--- src/rtl/regfile_dump_if.sv ---
// Valid/ready beat stream carrying one register-file word per transfer.
// The master drives the beat fields; the slave answers with out_ready.
interface regfile_dump_if #(
    parameter int DATA_W = 64
) ();
    logic              out_valid;
    logic              out_ready;
    logic [3:0]        out_idx;
    logic [DATA_W-1:0] out_data;
    logic              out_last;

    modport master (output out_valid, output out_idx, output out_data, output out_last,
                    input  out_ready);
    modport slave  (input  out_valid, input  out_idx, input  out_data, input  out_last,
                    output out_ready);
endinterface

--- src/rtl/regfile_dump.sv ---
// Streams a frozen snapshot of the register file as one beat per register,
// optionally followed by an XOR checksum beat, then pulses done.
module regfile_dump #(
    parameter int NREGS     = 15,
    parameter int DATA_W    = 64,
    parameter int EMIT_CSUM = 1
) (
    input  logic                    clk,
    input  logic                    rst,
    input  logic                    start,
    input  logic [NREGS*DATA_W-1:0] regs_flat,
    regfile_dump_if.master          out_if,
    output logic                    busy,
    output logic                    done
);

    // Index 4'hF is reserved to tag the checksum beat.
    if (NREGS < 1 || NREGS > 15) begin : g_nregs_check
        $error("regfile_dump: NREGS must be in 1..15");
    end

    typedef enum logic [1:0] {IDLE, SEND, CSUM, FIN} state_e;

    localparam logic [3:0] LAST_IDX = 4'(NREGS - 1);

    state_e            state_q, state_d;
    logic [3:0]        idx_q, idx_d;
    logic [DATA_W-1:0] snap_q [NREGS];
    logic [DATA_W-1:0] snap_d [NREGS];
    logic [DATA_W-1:0] csum_q, csum_d;
    logic [DATA_W-1:0] live_xor;

    logic              valid;
    logic [3:0]        beat_idx;
    logic [DATA_W-1:0] beat_data;
    logic              beat_last;
    logic              xfer;

    assign xfer = valid & out_if.out_ready;

    // NOTE: every variable gets a default before any branch so no latch can be inferred.
    always_comb begin
        live_xor = '0;
        for (int i = 0; i < NREGS; i++) begin
            live_xor = live_xor ^ regs_flat[i*DATA_W +: DATA_W];
        end
    end

    // Next-state logic.
    always_comb begin
        state_d = state_q;
        case (state_q)
            IDLE:    if (start) state_d = SEND;
            SEND:    if (xfer && idx_q == LAST_IDX) state_d = (EMIT_CSUM != 0) ? CSUM : FIN;
            CSUM:    if (xfer) state_d = FIN;
            FIN:     state_d = IDLE;
            default: state_d = IDLE;
        endcase
    end

    // Snapshot and checksum are captured together on the start edge.
    always_comb begin
        idx_d  = idx_q;
        snap_d = snap_q;
        csum_d = csum_q;
        if (state_q == IDLE && start) begin
            for (int i = 0; i < NREGS; i++) begin
                snap_d[i] = regs_flat[i*DATA_W +: DATA_W];
            end
            csum_d = live_xor;
            idx_d  = 4'd0;
        end else if (state_q == SEND && xfer) begin
            idx_d = (idx_q == LAST_IDX) ? 4'd0 : idx_q + 4'd1;
        end
    end

    // Outputs are pure functions of registered state, so they hold while stalled.
    always_comb begin
        valid     = 1'b0;
        beat_idx  = 4'd0;
        beat_data = '0;
        beat_last = 1'b0;
        busy      = 1'b0;
        done      = 1'b0;
        case (state_q)
            SEND: begin
                valid     = 1'b1;
                busy      = 1'b1;
                beat_idx  = idx_q;
                beat_data = snap_q[idx_q];
                beat_last = (EMIT_CSUM == 0) && (idx_q == LAST_IDX);
            end
            CSUM: begin
                valid     = 1'b1;
                busy      = 1'b1;
                beat_idx  = 4'hF;
                beat_data = csum_q;
                beat_last = 1'b1;
            end
            FIN:     done = 1'b1;
            default: ;
        endcase
    end

    assign out_if.out_valid = valid;
    assign out_if.out_idx   = beat_idx;
    assign out_if.out_data  = beat_data;
    assign out_if.out_last  = beat_last;

    // NOTE: state uses non-blocking assignments so all flops update from pre-edge values.
    // NOTE: the snapshot is cleared on reset because it is part of the defined reset state.
    always_ff @(posedge clk) begin
        if (rst) begin
            state_q <= IDLE;
            idx_q   <= 4'd0;
            csum_q  <= '0;
            for (int i = 0; i < NREGS; i++) begin
                snap_q[i] <= '0;
            end
        end else begin
            state_q <= state_d;
            idx_q   <= idx_d;
            csum_q  <= csum_d;
            snap_q  <= snap_d;
        end
    end

endmodule

--- src/flat_wrapper.sv ---
// flat-port wrapper written by rule: the top's interface ports become plain ports
module regfile_dump_flat 
#(
    parameter int NREGS     = 15,
    parameter int DATA_W    = 64,
    parameter int EMIT_CSUM = 1
)
  (clk, rst, start, regs_flat, busy, done, out_if_out_valid, out_if_out_idx, out_if_out_data, out_if_out_last, out_if_out_ready);
  regfile_dump_if #(.DATA_W(DATA_W)) out_if_i ();
  input  logic clk;
  input  logic rst;
  input  logic start;
  input  logic [NREGS*DATA_W-1:0] regs_flat;
  output logic busy;
  output logic done;
  output wire logic [$bits(out_if_i.out_valid)-1:0] out_if_out_valid;
  output wire logic [$bits(out_if_i.out_idx)-1:0] out_if_out_idx;
  output wire logic [$bits(out_if_i.out_data)-1:0] out_if_out_data;
  output wire logic [$bits(out_if_i.out_last)-1:0] out_if_out_last;
  input wire logic [$bits(out_if_i.out_ready)-1:0] out_if_out_ready;
  assign out_if_out_valid = out_if_i.out_valid;
  assign out_if_out_idx = out_if_i.out_idx;
  assign out_if_out_data = out_if_i.out_data;
  assign out_if_out_last = out_if_i.out_last;
  assign out_if_i.out_ready = out_if_out_ready;
  regfile_dump #(.NREGS(NREGS), .DATA_W(DATA_W), .EMIT_CSUM(EMIT_CSUM)) u_core (.clk(clk), .rst(rst), .start(start), .regs_flat(regs_flat), .out_if(out_if_i), .busy(busy), .done(done));
endmodule
--- config.mk ---
export PLATFORM = sky130hd
export DESIGN_NAME = regfile_dump_flat
export DESIGN_NICKNAME = d
export VERILOG_FILES = /design/src/rtl/regfile_dump_if.sv /design/src/rtl/regfile_dump.sv /design/src/flat_wrapper.sv
export SDC_FILE = /design/constraint.sdc
export NUM_CORES = 2
export LEC_CHECK = 0
export ABC_AREA = 1
export ABC_CLOCK_PERIOD_IN_PS = 2600
export CAP_MARGIN = 25
export CORE_AREA = 5 5 399 401
export DETAILED_ROUTE_END_ITERATION = 8
export DIE_AREA = 0 0 404 406
export PLACE_DENSITY = 0.59
export RECOVER_POWER = 25
export SLEW_MARGIN = 20
export SYNTH_ARGS = -nofsm -noshare
export SYNTH_HDL_FRONTEND = slang
export SYNTH_SLANG_ARGS = --single-unit
--- constraint.sdc ---
create_clock -name clk -period 2.6 [get_ports clk]
set_input_delay 0.52 -clock clk [delete_from_list [all_inputs] [get_ports clk]]
set_output_delay 0.52 -clock clk [all_outputs]
set_load 0.1 [all_outputs]
[Yosys cells after proc, flatten, opt, wreduce, memory -nomap -nowiden]
Index checks and enable logic that the tools add are counted.
Word-level totals
  word-level logic and storage cells: 63
  output and inout bits: 72
  register bits: 1030
  input port bits: 964
Operators by class
  reductions and logical operators: 7
  add/subtract/negate cells: 1
  bitwise gates (word level): 16
  order comparisons: 1
  eq/ne operators: 7
  mux-type cells: 13
Operator list (number)
  64-bit bitwise XOR: 14
  64-bit binary-select mux with 4-bit select: 1
  64-bit two-way mux: 2
  64-bit one-hot mux with 2 select lines: 1
  2-bit one-hot mux with 4 select lines: 1
  4-bit one-hot mux with 2 select lines: 1
  2-bit two-way mux: 3
  5-bit greater-or-equal comparator (second input constant): 1
  4-bit NOT with 5-bit output: 1
  4-bit by 1-bit adder with 4-bit output (second input constant): 1
  2-bit == test (second input constant): 2
  4-bit == test (second input constant): 1
  4-bit two-way mux: 1
  2-bit by 1-bit != test with 1-bit output (second input constant): 2
  2-bit OR reduction: 2
  1-bit logical AND: 3
  1-bit two-way mux: 3
  3-bit AND reduction: 1
  2-bit by 1-bit == test with 1-bit output (second input constant): 1
  2-bit zero test: 1
  2-bit != test (second input constant): 1
  1-bit bitwise AND: 1

[Depth between registers and ports, before layout]
  word-level depth: 14
  mapped depth: 14

[Least setup slack after synthesis]
OpenSTA, ideal clock, no wires.
  path kind: reg2out
  from: register u_core.state_q[0]
  to: output port out_if_out_data[33]
  arrival: 3.460 ns
  path slack: -1.380 ns
  stages on the path, launching flop included: 7
  path buffers: 2
  data required time: 2.080 ns
  cell sequence: dfxtp_1 > inv_1 > ha_1 > inv_2 > clkbuf_1 > clkbuf_1 > a21oi_1
Between the ends
  cells in the longest elaborated chain, start to end: 2
Ends and longest elaborated chain
  from (decl): RTL line regfile_dump.sv:26  | state_e state_q, state_d;
  from (signal assigned): RTL line regfile_dump.sv:121  | state_q <= state_d;
  2-bit == test / 2-bit by 1-bit == test with 1-bit output (equally long branches): RTL line regfile_dump.sv:85  | case (state_q)
  64-bit one-hot mux with 2 select lines *: RTL line regfile_dump.sv:85
  to (decl): RTL line flat_wrapper.sv:18  | output wire logic [$bits(out_if_i.out_data)-1:0] out_if_out_data;
Mark *: on every way between the ends. The rest lies on a longest branch, timed or not.

[Worst setup path after layout]
  from: register u_core.idx_q[1]
  to: output port out_if_out_data[62]
Between the ends
  cells in the longest elaborated chain, start to end: 5
Ends and longest elaborated chain
  from (decl): RTL line regfile_dump.sv:27  | logic [3:0] idx_q, idx_d;
  from (signal assigned): RTL line regfile_dump.sv:122  | idx_q <= idx_d;
  4-bit NOT with 5-bit output (not written as such): RTL line regfile_dump.sv:90  | beat_data = snap_q[idx_q];
  64-bit binary-select mux with 4-bit select: RTL line regfile_dump.sv:90
  64-bit two-way mux (not written as such) (2 in series): RTL line regfile_dump.sv:90
  64-bit one-hot mux with 2 select lines: RTL line regfile_dump.sv:85
No other way between the ends. The select of a mux whose other input is x is not followed.

==> results_dict.tcl <==
set metrics [dict create \
    cts_buffers 116 \
    synth_seq_cells 1030 \
    gp_congestion 0.9511 \
    worst_pin_slew_ns 1.000 \
    synth_top_cell_area_share_pct 41.32 \
    cts-root-buf "clkbuf_16" \
    power.leakage_nw 27.45 \
    clockBufferDepth 3 \
    hold_viol 0 \
    p_per_area_mw_per_mm2 813.6 \
    rows 145 \
    dp_hpwl_microns 172200 \
    whs_ns 0.4097 \
    worstPathRequired_ns 2.08 \
    violations "negative setup slack" \
    cts_num_sinks 1030 \
    io_buffers 1035 \
    grt_remaining_overflow 0 \
    yosysSeqAreaShare_pct 41.32 \
    critPathKind "register to output pin" \
    final_antenna_net_count 0 \
    layout.nets 8278 \
    setup_violations 70 \
    ys_types 32 \
    grt_max_degree 69 \
    hp-class "input port to register" \
    grt_usage_pct 26.68 \
    finClkSkew_ns 0.02749 \
    synth.area.top_cells "dfxtp_1 41%, nand2_1 11%, xnor2_1 10%" \
    area_growth_pct 42.59 \
    dr.pass1.iters 6 \
    period_share_pct 125.8 \
    period_needed_ns 3.271 \
    final_cells 9511 \
    mostFrequentLayoutCells "1336 x nand2_1, 1025 x dfxtp_1, 963 x clkdlybuf4s50_1" \
    antenna_found_initial 84 \
    tns_ns -37.83 \
    cts_tree "built" \
    fillCellCount 15080 \
    end_kind "output pin" \
    drv_cap 0 \
    grt_pass1_vias 47780 \
    yosysWarnings 0 \
    final_common_cell "nand2_1" \
    syn_area_per_cell_sq_um 7.999 \
    die_h_microns 406 \
    pin_count 1036 \
    path_max_fanout 35 \
    drt-initial-drc-count 4793 \
    holdBufCountCts 0 \
    vias 49830 \
    ir_worst_vdd_uv 631.7 \
    post-place-ws_ns 0.06027 \
    finalMaxSlewViolations 0 \
    wirelength_microns 235900 \
    yosysTopAreaCell "dfxtp_1" \
    stdcell_area_sq_mm 0.07116 \
    initial_utilization_pct 32.14 \
    cp.arrival_ns 2.75 \
    wl_per_cell_microns 24.81 \
    drc_errors 0 \
    die_x_microns 404 \
    coreArea_sq_mm 0.1553 \
    routed_via_density 5.239 \
    critPathLaunchType "register" \
    relSlewSlack_pct 33.31 \
    fin_util_pct 45.82 \
    drive_gt1_share_pct 10.64 \
    clock_latency_ns 0.73 \
    syn_area_sq_mm 0.04991 \
    setup_ws_ns -0.6710 \
    dp_cells 9180 \
    place_area_sq_mm 0.06559 \
    outcome "finished, violations left" \
    fmax_mhz 305.7 \
    cts.clk_slew.worst_paths_ns 0.06 \
    synth_nets 7208 \
    grt_pass1_wl_microns 327100 \
    syn_inst 6239 \
    htree_levels 3 \
    rsz0062_at_grt "yes" \
    power_mw 57.90 \
    die_area_sq_mm 0.1640 \
]
## cell type report
cell class	count	area, sq um	area share [%]
Sequential cell	1030	20640	29.00
Clock inverter	43	469.2	0.6594
Tap cell	2058	2575	3.619
Timing Repair inverter	3	26.28	0.03692
Multi-Input combinational cell	4238	26170	36.77
Timing Repair Buffer	1367	15590	21.91
Antenna cell	53	132.6	0.1864
Clock buffer	166	3392	4.767
Inverter	553	2170	3.049
## power by group
part / total, mW / internal (mW) / switching (mW)
clock network: 16.8 / 9.82 / 7.02
registers: 20.3 / 18.8 / 1.51
logic: 20.7 / 8.43 / 12.3
## cell usage after synthesis (all sizes together)
library cell	instances
a211oi	1
a21oi	276
a22o	541
a22oi	9
a31oi	1
buf	326
clkbuf	92
clkinv	1
dfxtp	1030
ha	5
inv	552
nand2	1409
nand3	168
nand4	132
nor2	99
nor3	3
o211ai	75
o21ai	635
o221ai	64
o22ai	30
xnor2	572
xor2	218
## final timing paths
kind / start / endpoint / slack [ns] / depth (start not counted)
max reg2reg: u_core.state_q[0] / u_core.snap_q[392] / 0 / 9
min: regs_flat[42] / u_core.snap_q[938] / 0.41 / 3
max: u_core.idx_q[1] / out_if_out_data[62] / -0.67 / 11
min reg2reg: u_core.snap_q[951] / u_core.snap_q[951] / 0.45 / 2
## sequential cells by signal, summed over array words and instances (netlist names)
name,flops
u_core.csum_q,64
u_core.state_q,2
u_core.snap_q,960
u_core.idx_q,4
## logic make-up (layout without fill, tap and decap cells)
kind of cell | count (synthesis) | after routing | share of synthesized area, %
fa+ha+maj | 5 | 5 | 0.1254
compound gates | 1632 | 1632 | 21.49
xor+xnor | 790 | 790 | 13.86
flops | 1030 | 1030 | 41.32
buf+inv | 971 | 2132 | 8.441
other cells | 0 | 53 | 0
simple gates | 1811 | 1811 | 14.76
## repair_timing
action                     CTS  global route
setup endpoints to repair   70            70
setup buffers               26            23
cloned                      13            12
gates resized for setup     97           119
pin swaps                   33            50
## per-layer routing
layer	global-route usage, %	share of wire, %	vias up
li1	-	-	23070
met1	34.82	41	23920
met2	43.15	45	2301
met3	5.436	8.4	497
met4	10.93	4.8	42
met5	0	0.11	-
## worst max-delay path, cell delays in order, from the launching register on
cell	delay [ns]
dfxtp_4	0.48
nand2_8	0.16
buf_12	0.19
buf_4	0.21
o21ai_0	0.16
a21oi_1	0.06
nand2_1	0.06
nand3_1	0.08
nand2_1	0.08
nand2_1	0.07
a21oi_2	0.22
buf_12	0.20
No activity file was read; power rests on OpenSTA's default activity.
